$ cat config.mk
export PLATFORM = sky130hd
export DESIGN_NAME = branch_resolve
export DESIGN_NICKNAME = d
export VERILOG_FILES = /design/src/rtl/branch_resolve_pkg.sv /design/src/rtl/brc_cmp.sv /design/src/rtl/branch_resolve.sv
export SDC_FILE = /design/constraint.sdc
export NUM_CORES = 1
export LEC_CHECK = 0
export BUFFER_PORTS_ARGS = -buffer_cell sky130_fd_sc_hd__buf_2
export CORE_ASPECT_RATIO = 0.5
export CORE_MARGIN = 3
export CORE_UTILIZATION = 50
export DETAILED_ROUTE_END_ITERATION = 12
export GPL_ROUTABILITY_DRIVEN = 1
export PLACE_DENSITY = 0.89
export SLEW_MARGIN = 20
export SYNTH_ARGS = -nofsm -noshare
export SYNTH_HDL_FRONTEND = slang
export SYNTH_SLANG_ARGS = --single-unit
export TNS_END_PERCENT = 5
$ cat constraint.sdc
create_clock -name clk -period 9.1 [get_ports clk]
set_clock_uncertainty 0.1 [all_clocks]
set_input_delay 1.365 -clock clk [delete_from_list [all_inputs] [get_ports clk]]
set_output_delay 1.365 -clock clk [all_outputs]
set_load 0.005 [all_outputs]
$ cat src/rtl/branch_resolve_pkg.sv
// Shared encodings for ID-stage branch resolution: branch codes, data width and FSM states.
package branch_resolve_pkg;

    localparam int W_DATA = 32;

    typedef enum logic [3:0] {
        BRC_NONE   = 4'd0,
        BRC_BEQ    = 4'd1,
        BRC_BNE    = 4'd2,
        BRC_BLEZ   = 4'd3,
        BRC_BGTZ   = 4'd4,
        BRC_BLTZ   = 4'd5,
        BRC_BGEZ   = 4'd6,
        BRC_BLTZAL = 4'd7,
        BRC_BGEZAL = 4'd8,
        BRC_J      = 4'd9,
        BRC_JAL    = 4'd10,
        BRC_JR     = 4'd11,
        BRC_JALR   = 4'd12
    } brc_type_t;

    typedef enum logic {
        ST_IDLE = 1'b0,
        ST_PEND = 1'b1
    } state_t;

    function automatic logic brc_is_link(input logic [3:0] t);
        return (t == BRC_BLTZAL) || (t == BRC_BGEZAL) || (t == BRC_JAL) || (t == BRC_JALR);
    endfunction

    function automatic logic brc_is_reg_jump(input logic [3:0] t);
        return (t == BRC_JR) || (t == BRC_JALR);
    endfunction

    function automatic logic brc_is_abs_jump(input logic [3:0] t);
        return (t == BRC_J) || (t == BRC_JAL);
    endfunction

endpackage

$ cat src/rtl/brc_cmp.sv
// Combinational branch condition evaluator; operands are treated as signed 32-bit values.
module brc_cmp
    import branch_resolve_pkg::*;
(
    input  logic [3:0]        brc_type,
    input  logic [W_DATA-1:0] a,
    input  logic [W_DATA-1:0] b,
    output logic              taken
);

    localparam logic signed [W_DATA-1:0] ZERO = '0;

    logic signed [W_DATA-1:0] sa;
    assign sa = a;

    always_comb begin
        taken = 1'b0;
        case (brc_type)
            BRC_BEQ:                  taken = (a == b);
            BRC_BNE:                  taken = (a != b);
            BRC_BLEZ:                 taken = (sa <= ZERO);
            BRC_BGTZ:                 taken = (sa > ZERO);
            BRC_BLTZ, BRC_BLTZAL:     taken = (sa < ZERO);
            BRC_BGEZ, BRC_BGEZAL:     taken = (sa >= ZERO);
            BRC_J, BRC_JAL,
            BRC_JR, BRC_JALR:         taken = 1'b1;
            default:                  taken = 1'b0;
        endcase
    end

endmodule

$ cat src/rtl/branch_resolve.sv
// ID-stage branch resolution: condition, target, held redirect toward IF, link write,
// delay-slot tracking and taken/not-taken counters.
module branch_resolve
    import branch_resolve_pkg::*;
#(
    parameter int CNT_W = 32
) (
    input  logic              clk,
    input  logic              rst,
    input  logic              id_valid,
    input  logic              id_stall,
    input  logic [3:0]        brc_type,
    input  logic [W_DATA-1:0] id_pc,
    input  logic [15:0]       imm,
    input  logic [25:0]       jidx,
    input  logic [W_DATA-1:0] source_a,
    input  logic [W_DATA-1:0] source_b,
    input  logic              if_ready,
    output logic              redirect_valid,
    output logic [W_DATA-1:0] redirect_pc,
    output logic              link_valid,
    output logic [W_DATA-1:0] link_data,
    output logic              ds_flag,
    output logic              adel,
    output logic              busy,
    output logic [CNT_W-1:0]  taken_cnt,
    output logic [CNT_W-1:0]  ntaken_cnt
);

    state_t state, state_next;

    logic              consume;
    logic              brc_consume;
    logic              cond_taken;
    logic              misalign;
    logic              taken_eff;
    logic [W_DATA-1:0] pc_plus4;
    logic [W_DATA-1:0] target;

    brc_cmp u_brc_cmp (
        .brc_type (brc_type),
        .a        (source_a),
        .b        (source_b),
        .taken    (cond_taken)
    );

    assign busy           = (state == ST_PEND);
    assign redirect_valid = (state == ST_PEND);

    assign consume     = id_valid && !id_stall && !busy;
    assign brc_consume = consume && (brc_type != BRC_NONE);

    // A misaligned register jump raises adel instead of redirecting.
    assign misalign  = brc_is_reg_jump(brc_type) && (source_a[1:0] != 2'b00);
    assign taken_eff = cond_taken && !misalign;

    assign pc_plus4 = id_pc + 32'd4;

    always_comb begin
        target = pc_plus4 + {{14{imm[15]}}, imm, 2'b00};
        if (brc_is_abs_jump(brc_type)) begin
            target = {pc_plus4[31:28], jidx, 2'b00};
        end else if (brc_is_reg_jump(brc_type)) begin
            target = source_a;
        end
    end

    always_ff @(posedge clk) begin
        if (rst) state <= ST_IDLE;
        else     state <= state_next;
    end

    always_comb begin
        state_next = state;
        case (state)
            ST_IDLE: if (brc_consume && taken_eff) state_next = ST_PEND;
            ST_PEND: if (if_ready)                 state_next = ST_IDLE;
            default:                               state_next = ST_IDLE;
        endcase
    end

    always_ff @(posedge clk) begin
        if (rst) begin
            redirect_pc <= '0;
            link_valid  <= 1'b0;
            link_data   <= '0;
            ds_flag     <= 1'b0;
            adel        <= 1'b0;
            taken_cnt   <= '0;
            ntaken_cnt  <= '0;
        end else begin
            link_valid <= brc_consume && brc_is_link(brc_type);
            adel       <= brc_consume && misalign;
            if (brc_consume && taken_eff) redirect_pc <= target;
            if (brc_consume && brc_is_link(brc_type)) link_data <= id_pc + 32'd8;
            // A branch sitting in a delay slot keeps the flag set.
            if (brc_consume)  ds_flag <= 1'b1;
            else if (consume) ds_flag <= 1'b0;
            if (brc_consume) begin
                if (taken_eff) taken_cnt  <= taken_cnt + CNT_W'(1);
                else           ntaken_cnt <= ntaken_cnt + CNT_W'(1);
            end
        end
    end

endmodule
== Word level (Yosys, flattened, before mapping) ==
Index checks and enable logic that the tools add are counted.

* Output and inout port bits: 133
* Bits in registers: 132
* Logic and storage cells: 65
* Input port bits: 147

* Add/sub/neg operators: 5
* Multiplexer cells: 8
* Eq/ne operators: 14
* $lt $le $gt $ge: 4
* Reductions and logical operators: 24
* Bitwise gates (word level): 2

{| class="wikitable"
|+ Operators with widths
! kind !! count
|-
| adder 32 x 1 -> 32 bit, second input constant || 2
|-
| two-way mux 32 bit || 2
|-
| adder 32 x 3 -> 32 bit, second input constant || 1
|-
| adder 32 bit || 1
|-
| adder 32 x 4 -> 32 bit, second input constant || 1
|-
| == test 32 bit || 1
|-
| >= comparator 32 x 1 -> 1 bit, second input constant || 1
|-
| > comparator 32 x 1 -> 1 bit, second input constant || 1
|-
| less-or-equal comparator 32 x 1 -> 1 bit, second input constant || 1
|-
| less-than comparator 32 x 1 -> 1 bit, second input constant || 1
|-
| inequality test 32 bit || 1
|-
| == test 4 bit, second input constant || 5
|-
| == test 4 x 3 -> 1 bit, second input constant || 4
|-
| == test 4 x 2 -> 1 bit, second input constant || 2
|-
| logical AND 1 bit || 8
|-
| case mux 1 bit (7 select lines) || 1
|-
| logical OR 1 bit || 5
|-
| == test 4 x 1 -> 1 bit, second input constant || 1
|-
| two-way mux 1 bit || 4
|-
| AND reduction 2 bit || 2
|-
| nonzero test 2 bit || 2
|-
| nonzero test 4 bit || 1
|-
| OR reduction 2 bit || 2
|-
| OR reduction 4 bit || 1
|-
| other kinds (3) || 6
|}

== Longest topological paths before layout ==
Gate-level depths: netlist of run 1.

* Word-level depth: 8
* Depth in mapped cells: 18

== By module ==
A second synthesis of run 1 with hierarchy kept.

* Cell total of the unflattened synthesis: 1112
* Area total of the unflattened synthesis: 8842.2 µm²

{| class="wikitable"
|+ By module, submodules not included
! module !! cells an instance !! instances !! area an instance (µm²)
|-
| branch_resolve || 1042 || 1 || 8321.7
|-
| brc_cmp || 70 || 1 || 520.5
|}

== Least setup slack after synthesis of run 1 ==
Ideal clock, no wire load.

* Path type: input-to-reg
* From: input port id_pc[3]
* To: register redirect_pc[30]
* Cell stages on the path: 15
* Slack: 4302 ps
* Path buffers: 0
* Arrival time: 4613 ps
* Data required time: 8914 ps
* Cell sequence: ha_1 > and3_1 > and3_1 > nor3b_2 > nor3b_2 > nand3_1 > xnor2_1 > ha_1 > a21o_1 > a21o_1 > a21oi_1 > nand3_1 > o2111a_1 > or4_1 > a211oi_1

* Longest elaborated chain between the ends: 4

{| class="wikitable"
|+ Ends and longest elaborated chain
! item !! line !! source
|-
| start, declared || branch_resolve.sv:13 || <nowiki>input logic [W_DATA-1:0] id_pc,</nowiki>
|-
| adder 32 x 3 -> 32 bit (*) || branch_resolve.sv:57 || <nowiki>assign pc_plus4 = id_pc + 32'd4;</nowiki>
|-
| adder 32 bit || branch_resolve.sv:60 || <nowiki>target = pc_plus4 + {{14{imm[15]}}, imm, 2'b00};</nowiki>
|-
| two-way mux 32 bit || branch_resolve.sv:63 || <nowiki>end else if (brc_is_reg_jump(brc_type)) begin</nowiki>
|-
| two-way mux 32 bit (*) || branch_resolve.sv:61 || <nowiki>if (brc_is_abs_jump(brc_type)) begin</nowiki>
|-
| end signal, assigned || branch_resolve.sv:94 || <nowiki>if (brc_consume && taken_eff) redirect_pc <= target;</nowiki>
|-
| end, declared || branch_resolve.sv:20 || <nowiki>output logic [W_DATA-1:0] redirect_pc,</nowiki>
|}

Mark *: on every way between the ends. The rest lies on a longest branch, timed or not.
A chain may end at the register's enable or synchronous reset.

== Final worst setup path of run 1 ==
* From: input port id_pc[4]
* To: register redirect_pc[27]

* Longest elaborated chain between the ends: 4

{| class="wikitable"
|+ Ends and longest elaborated chain
! item !! line
|-
| adder 32 x 3 -> 32 bit || branch_resolve.sv:57
|-
| adder 32 bit || branch_resolve.sv:60
|-
| two-way mux 32 bit || branch_resolve.sv:63
|-
| two-way mux 32 bit || branch_resolve.sv:61
|}

No other way between the ends.

==> results of run 1 <==
==> state kept, by name, indices dropped and copies added (netlist names) <==
signal,flops
busy,1
link_data,32
taken_cnt,32
ds_flag,1
redirect_pc,32
link_valid,1
ntaken_cnt,32
adel,1
==> synthesized netlist by cell type (4+ instances only) <==
cell type  number  area (um^2)
dfxtp_1       132         2640
nor2_1        130          488
nand2_1       116          435
a21oi_1        81          405
xor2_1         70          613
xnor2_1        58          508
clkbuf_1       51          191
nand3_1        50          250
nand4_1        39          244
o21ai_0        38          190
ha_1           37          463
a211oi_1       35          263
o211ai_1       28          210
nor4_1         25          156
inv_1          23         86.3
nor3_1         23          115
a21o_1         22          165
and3_1         21          131
or3_1          18          113
nor2b_1        17          106
mux2_2         14          158
o31ai_1        14          105
or4_1          14          105
and4_1         13          114
buf_2           9         45.0
nand3b_1        9         67.6
mux2i_1         8         80.1
a311oi_1        7         61.3
nor3b_1         7         52.6
and2_1          6         37.5
a31oi_1         5         31.3
nand2b_1        5         31.3
o21a_1          5         37.5
o22ai_1         5         31.3
nor3b_2         4         50.1
or2_2           4         25.0
==> area by class of cell <==
class                           count  area (um^2)  area share (%)
Multi-Input combinational cell    976         6330            55.4
Sequential cell                   132         2640            23.2
Timing Repair Buffer              287         1460            12.8
Clock buffer                       18          439            3.85
Tap cell                          234          293            2.57
Clock inverter                     14          165            1.45
Inverter                           23         86.3           0.756
==> worst paths after layout <==
| path | end | start | cells past startpoint |
|---|---|---|---|
| setup / recovery | redirect_pc[27] | id_pc[4] | 17 |
| hold / removal | redirect_pc[16] | redirect_pc[16] | 2 |
| hold reg to reg | redirect_pc[16] | redirect_pc[16] | 2 |
| setup reg to reg | ntaken_cnt[22] | ntaken_cnt[4] | 7 |
==> critical path, delay by kind of cell <==
family                   cells  cell delay (ns)
AND/OR/NAND/NOR              6             1.51
AO/OA/AOI/OAI                6             1.41
buffers and inverters        1             0.13
XOR/XNOR                     2             0.42
adder cells (fa/ha/maj)      2             0.61
==> logic make-up after synthesis <==
logic type / after synthesis / share of synthesized area, %
AOI/OAI and AO/OA: 276 / 19.6
xor gates and xnor gates: 128 / 12.0
adders and majority gates: 38 / 5.19
buffers and inverters: 88 / 3.83
DFF: 132 / 28.4
muxes: 22 / 2.55
and+or+nand+nor: 512 / 28.4
==> through the flow <==
step | utilization [%] | total power (uW)
3_5_place_dp | 60.8 | 952
2_1_floorplan | - | 822
3_3_place_gp | 60.8 | 948
5_1_grt | 64.2 | 1740
6_report | 64.2 | 1670
4_1_cts | 64.2 | 1670
==> power by group through the flow <==
stage	clock, uW	combinational, uW	sequential [uW]
finish	722	350	601
global route	758	379	602
CTS	727	342	601
detailed placement	0	339	614
global placement	0	335	613
floorplan	0	208	614
==> layer usage <==
layer	track usage [%]	share of wire [%]	up-vias
met5	0	0	-
met4	9.98	2.8	0
met3	6.62	7.2	70
met2	51.6	46	455
met1	40.8	44	4826
li1	-	-	4852
==> run metrics, run 1 <==
Starting Density=52.3%; Max clock buf depth=2; largest net degree at the start of global routing=85; part of the cycle the worst path needs=57.5%; CP peak stage delay=0.48 ns; Hold Buf Count CTS=0; Post-DP Area=10,800 um^2; register area share after synthesis=28.4%; DR iter-0 viols=863; Achievable Freq=0.191 GHz; slowest CP cell=a41oi_1; Comb power frac=20.9%; DR pass1 iterations=7; CTS Buf Count=17; Slew @ Worst Pin=1.06 ns; fin area=11,400 um^2; die height=102 um; Fillers=1,544; Post-Syn Area=9310 um^2; via/cell ratio=6.06; Antenna Nets Post-Route=0; Critical Path AT=5.45 ns; type of the worst setup path=primary input to flip-flop; Fin. Hold Viols=0; CP Launch Type=primary input; Synth cell types=70; Post-DP HPWL=24.9 mm; #FFs+latches synth=132; leakage=0.00476 uW; most frequent cells in the layout=buf_2 (278), dfxtp_1 (132), nor2_1 (130), nand2_1 (116), a21oi_1 (79); final worst setup slack=3.86 ns; GP Congestion=0.962; Worst Setup End Kind=flip-flop; initial antenna violation count=0; setup_tns=0 ns; R2R setup slack=6.03 ns; Rows=34; n_diodes=0; post-CTS resize count=0; WL/cell=19.4 um; Placed Cells=1,652; pwr/cell area=147 nW/um^2; pre-CTS setup slack=3.49 ns; status=completed; nets=1,622; clk slew on worst S/H paths=0.07 ns; Ports=280; Core ar.=17,800 um^2; Clock power frac=43.2%; Root Buffer=clkbuf_16; Post-synth ARST share=0%; Syn. warnings=0; Mapped Cells=1,196; EDFF count, synth=0; vias in the first global route=9,545; first-pass GRT wire length=50.3 mm; synth-to-layout area growth=22.6%; clock latency at the later pin of the worst-skew pair=0.43 ns; sequential share of power=35.9%; max-slew violations=0; Most used DFF post-synth=dfxtp_1; commonest non-fill, non-tap cell in the layout=buf_2; Slew Limit Headroom=29.4%; Final setup violation count=0; width of the die=199 um; GRT overflow=0; hold slack=0.353 ns; htree depth=4; PortBufs=279; max-cap check violation count=0; Hold WC Path Type=flip-flop to flip-flop; # DRC=0; gr usage total=31.0%; sequence of cells on the critical path=buf_2 > ha_1 > and3_1 > and3_1 > nor3b_2 > nor3b_2 > and2_1 > nand2_1 > xnor2_1 > ha_1 > a21o_1 > a21oi_1 > o21ai_0 > a41oi_1 > o21ai_0 > xnor2_1 > a221oi_1; Net Sw Power=526 uW; Req. time, crit path=9.32 ns; Switching Share=31.4%; Max Fanout on Critical Path=6; Die Area=20,400 um^2; Max VDD drop=0.143 mV; DR vias=10,200; clock tree sinks=132; Layout Cells excl Fill=1,684; Mean Syn Cell Area=7.78 um^2; DRT Wirelength=32.6 mm; layout cell share with drive strength beyond 1=24.5%; unrepaired setup endpoints after global routing=no; Int Power=1150 uW; post-CTS setup buffers=0; Mapped Nets=1,381; CTS tree=yes; Final min period=5.24 ns
(Power assumes the default switching activity.)
==> inputs of run 2 (changes only) <==
ABC_AREA = 1   (was default)
PLACE_DENSITY = 0.87   (was 0.89)
clock period = 5 ns   (was 9.1 ns; I/O delays follow)
==> run metrics, run 2 <==
Worst Setup End Kind=flip-flop; Mapped Cells=1,768 (+48%); most frequent cell after synthesis=nand2_1; first-pass GRT wire length=58.6 mm (+16%); GRT overflow=0 (unchanged); unrepaired setup endpoints after global routing=no; Most used DFF post-synth=dfxtp_1; Tot Pwr=3270 uW (+96%); Post-DP HPWL=28.9 mm (+16%); clock latency at the later pin of the worst-skew pair=0.45 ns (+0.02 ns); most frequent cells in the layout=nand2_1 (521), buf_2 (279), nor2_1 (220), inv_1 (168), a21oi_1 (147); PortBufs=279 (unchanged); Hold WC Path Type=flip-flop to flip-flop; htree depth=4 (unchanged); Fillers=1,995 (+29%); EDFF count, synth=0 (unchanged); post-CTS resize count=0 (unchanged); post-CTS setup buffers=0 (unchanged); vias in the first global route=11,400 (+19%); Root Buffer=clkbuf_16; part of the cycle the worst path needs=80.3%; CTS Buf Count=17 (unchanged); Final min period=4.01 ns; Slew @ Worst Pin=0.935 ns (-0.124 ns); n_diodes=0 (unchanged); #FFs+latches synth=132 (unchanged); commonest non-fill, non-tap cell in the layout=nand2_1; Post-synth ARST share=0% (unchanged); CP Launch Type=primary input; Critical Path AT=4.25 ns (-1.20 ns); Max VDD drop=0.177 mV (+24%); Achievable Freq=0.249 GHz; status=completed; Syn. warnings=0 (unchanged); clk slew on worst S/H paths=0.07 ns (about the same); largest cells by area after synthesis=dfxtp_1 (25%), nand2_1 (18%), nor2_1 (7.7%); Antenna Nets Post-Route=0 (unchanged); setup_tns=0 ns (unchanged); DR pass1 iterations=6 (-1); Max Fanout on Critical Path=6 (unchanged); DR iter-0 viols=1,325 (+54%); Synth cell types=40 (-43%); Post-Syn Area=10,700 um^2 (+15%); Mapped Nets=1,953 (+41%); max-cap check violation count=0 (unchanged); area leader, netlist=dfxtp_1; Core ar.=20,700 um^2 (+17%); Rows=37 (+8.8%); DRT Wirelength=37.6 mm (+15%); # DRC=0 (unchanged); Die Area=23,300 um^2 (+14%); leakage=0.00615 uW (+29%); CTS tree=yes; Fin. Hold Viols=0 (unchanged); Starting Density=51.5% (-0.85 points); Hold Buf Count CTS=0 (unchanged); Max clock buf depth=2 (unchanged); DR vias=12,600 (+24%); Ports=280 (unchanged); type of the worst setup path=primary input to flip-flop; commonest cells in the netlist=nand2_1 (521), nor2_1 (220), inv_1 (168); largest net degree at the start of global routing=82 (-3.5%); Mean Syn Cell Area=6.04 um^2 (-22%); Final setup violation count=0 (unchanged); nets=2,198 (+36%); gr usage total=31.6% (+0.56 points); max-slew violations=0 (unchanged); WL/cell=16.4 um (-16%); register area share after synthesis=24.7% (-3.6 points); via/cell ratio=5.49 (-9.3%); Slew Limit Headroom=37.6% (+8.2 points); synth-to-layout area growth=20.8%; initial antenna violation count=0 (unchanged); Req. time, crit path=5.24 ns (-4.08 ns); Yosys top cell area share=24.7% (-3.6 points); die height=109 um (+6.7%); clock tree sinks=132 (unchanged); layout cell share with drive strength beyond 1=16.6% (-7.8 points); width of the die=213 um (+6.9%); GP Congestion=1.04 (+7.8%); pwr/cell area=253 nW/um^2 (+73%)
## run 2: changes by cell type after synthesis, moves of 25 or more
cell      previous run  this run
nor2_1             130       220
nor3_1              23        54
o21ai_0             38        74
nand3_1             50        92
nand2_1            116       521
a211oi_1            35         0
a21oi_1             81       147
o211ai_1            28         3
inv_1               23       168
## run 2: critical path, cell delays in order
cell     delay, ns
buf_2         0.18
ha_1          0.21
inv_1         0.05
nor2_1        0.22
inv_1         0.07
nor2_1        0.41
nand2_1       0.18
nor2_1        0.21
xor2_1        0.19
ha_1          0.35
a21oi_1       0.27
o21ai_0       0.21
a21oi_1       0.28
nor2_1        0.08
nor2_1        0.12
nand2_1       0.06
nand2_1       0.05
nand3_1       0.07
nand2_1       0.11
nand2_1       0.05
nor2_1        0.09
nor2_1        0.04
## run 2: power breakdown
| part | leakage, uW | internal, uW | switching, uW |
|---|---|---|---|
| combinational | 0.00476 | 256 | 479 |
| sequential | 0.00107 | 1080 | 16.5 |
| clock | 0.000317 | 892 | 547 |
## run 2: cells by family after synthesis
group           Yosys count  synth area share (%)
compound gates          245                  12.1
mux                       1                0.0937
flops                   132                  24.7
buf+inv                 236                  8.71
simple gates            976                  38.3
xor+xnor                140                  11.5
fa+ha+maj                38                  4.52
## run 2: metal layers
metal | GRT usage [%] | up-vias | share of wire [%]
met5 | 0 | - | 0
met4 | 12.0 | 0 | 3.0
met3 | 5.79 | 83 | 8.3
met2 | 49.9 | 578 | 45
met1 | 43.3 | 5736 | 44
li1 | - | 6235 | -
## run 2: cell type report
cell class                      count  area [um^2]  share of cell area, %
Multi-Input combinational cell   1400         7130                   55.2
Clock buffer                       18          429                   3.33
Timing Repair Buffer              291         1500                   11.6
Sequential cell                   132         2640                   20.5
Tap cell                          273          342                   2.65
Inverter                          171          642                   4.97
Clock inverter                     14          223                   1.73
## run 2: stage by stage
| step | hold slack [ns] | worst slack, ns | instances | area [um^2] | utilization [%] |
|---|---|---|---|---|---|
| after floorplan | 0.357 | 1.56 | 1768 | 10700 | - |
| after global placement | 0.349 | 0.729 | 2267 | 12300 | 59.1 |
| after detailed placement | 0.353 | 0.732 | 2267 | 12300 | 59.1 |
| after CTS | 0.362 | 1.19 | 2299 | 12900 | 62.2 |
| after global routing | 0.390 | 0.836 | 2299 | 12900 | 62.2 |
| final | 0.362 | 0.986 | 2299 | 12900 | 62.2 |
## run 2: final timing paths
kind                                startpoint  slack [ns]              end  cells past startpoint
worst max register to register            busy        1.93    link_data[18]                      8
worst min-delay path            redirect_pc[1]        0.36   redirect_pc[1]                      2
worst min register to register  redirect_pc[1]        0.36   redirect_pc[1]                      2
worst max-delay path                  id_pc[2]        0.99  redirect_pc[27]                     22
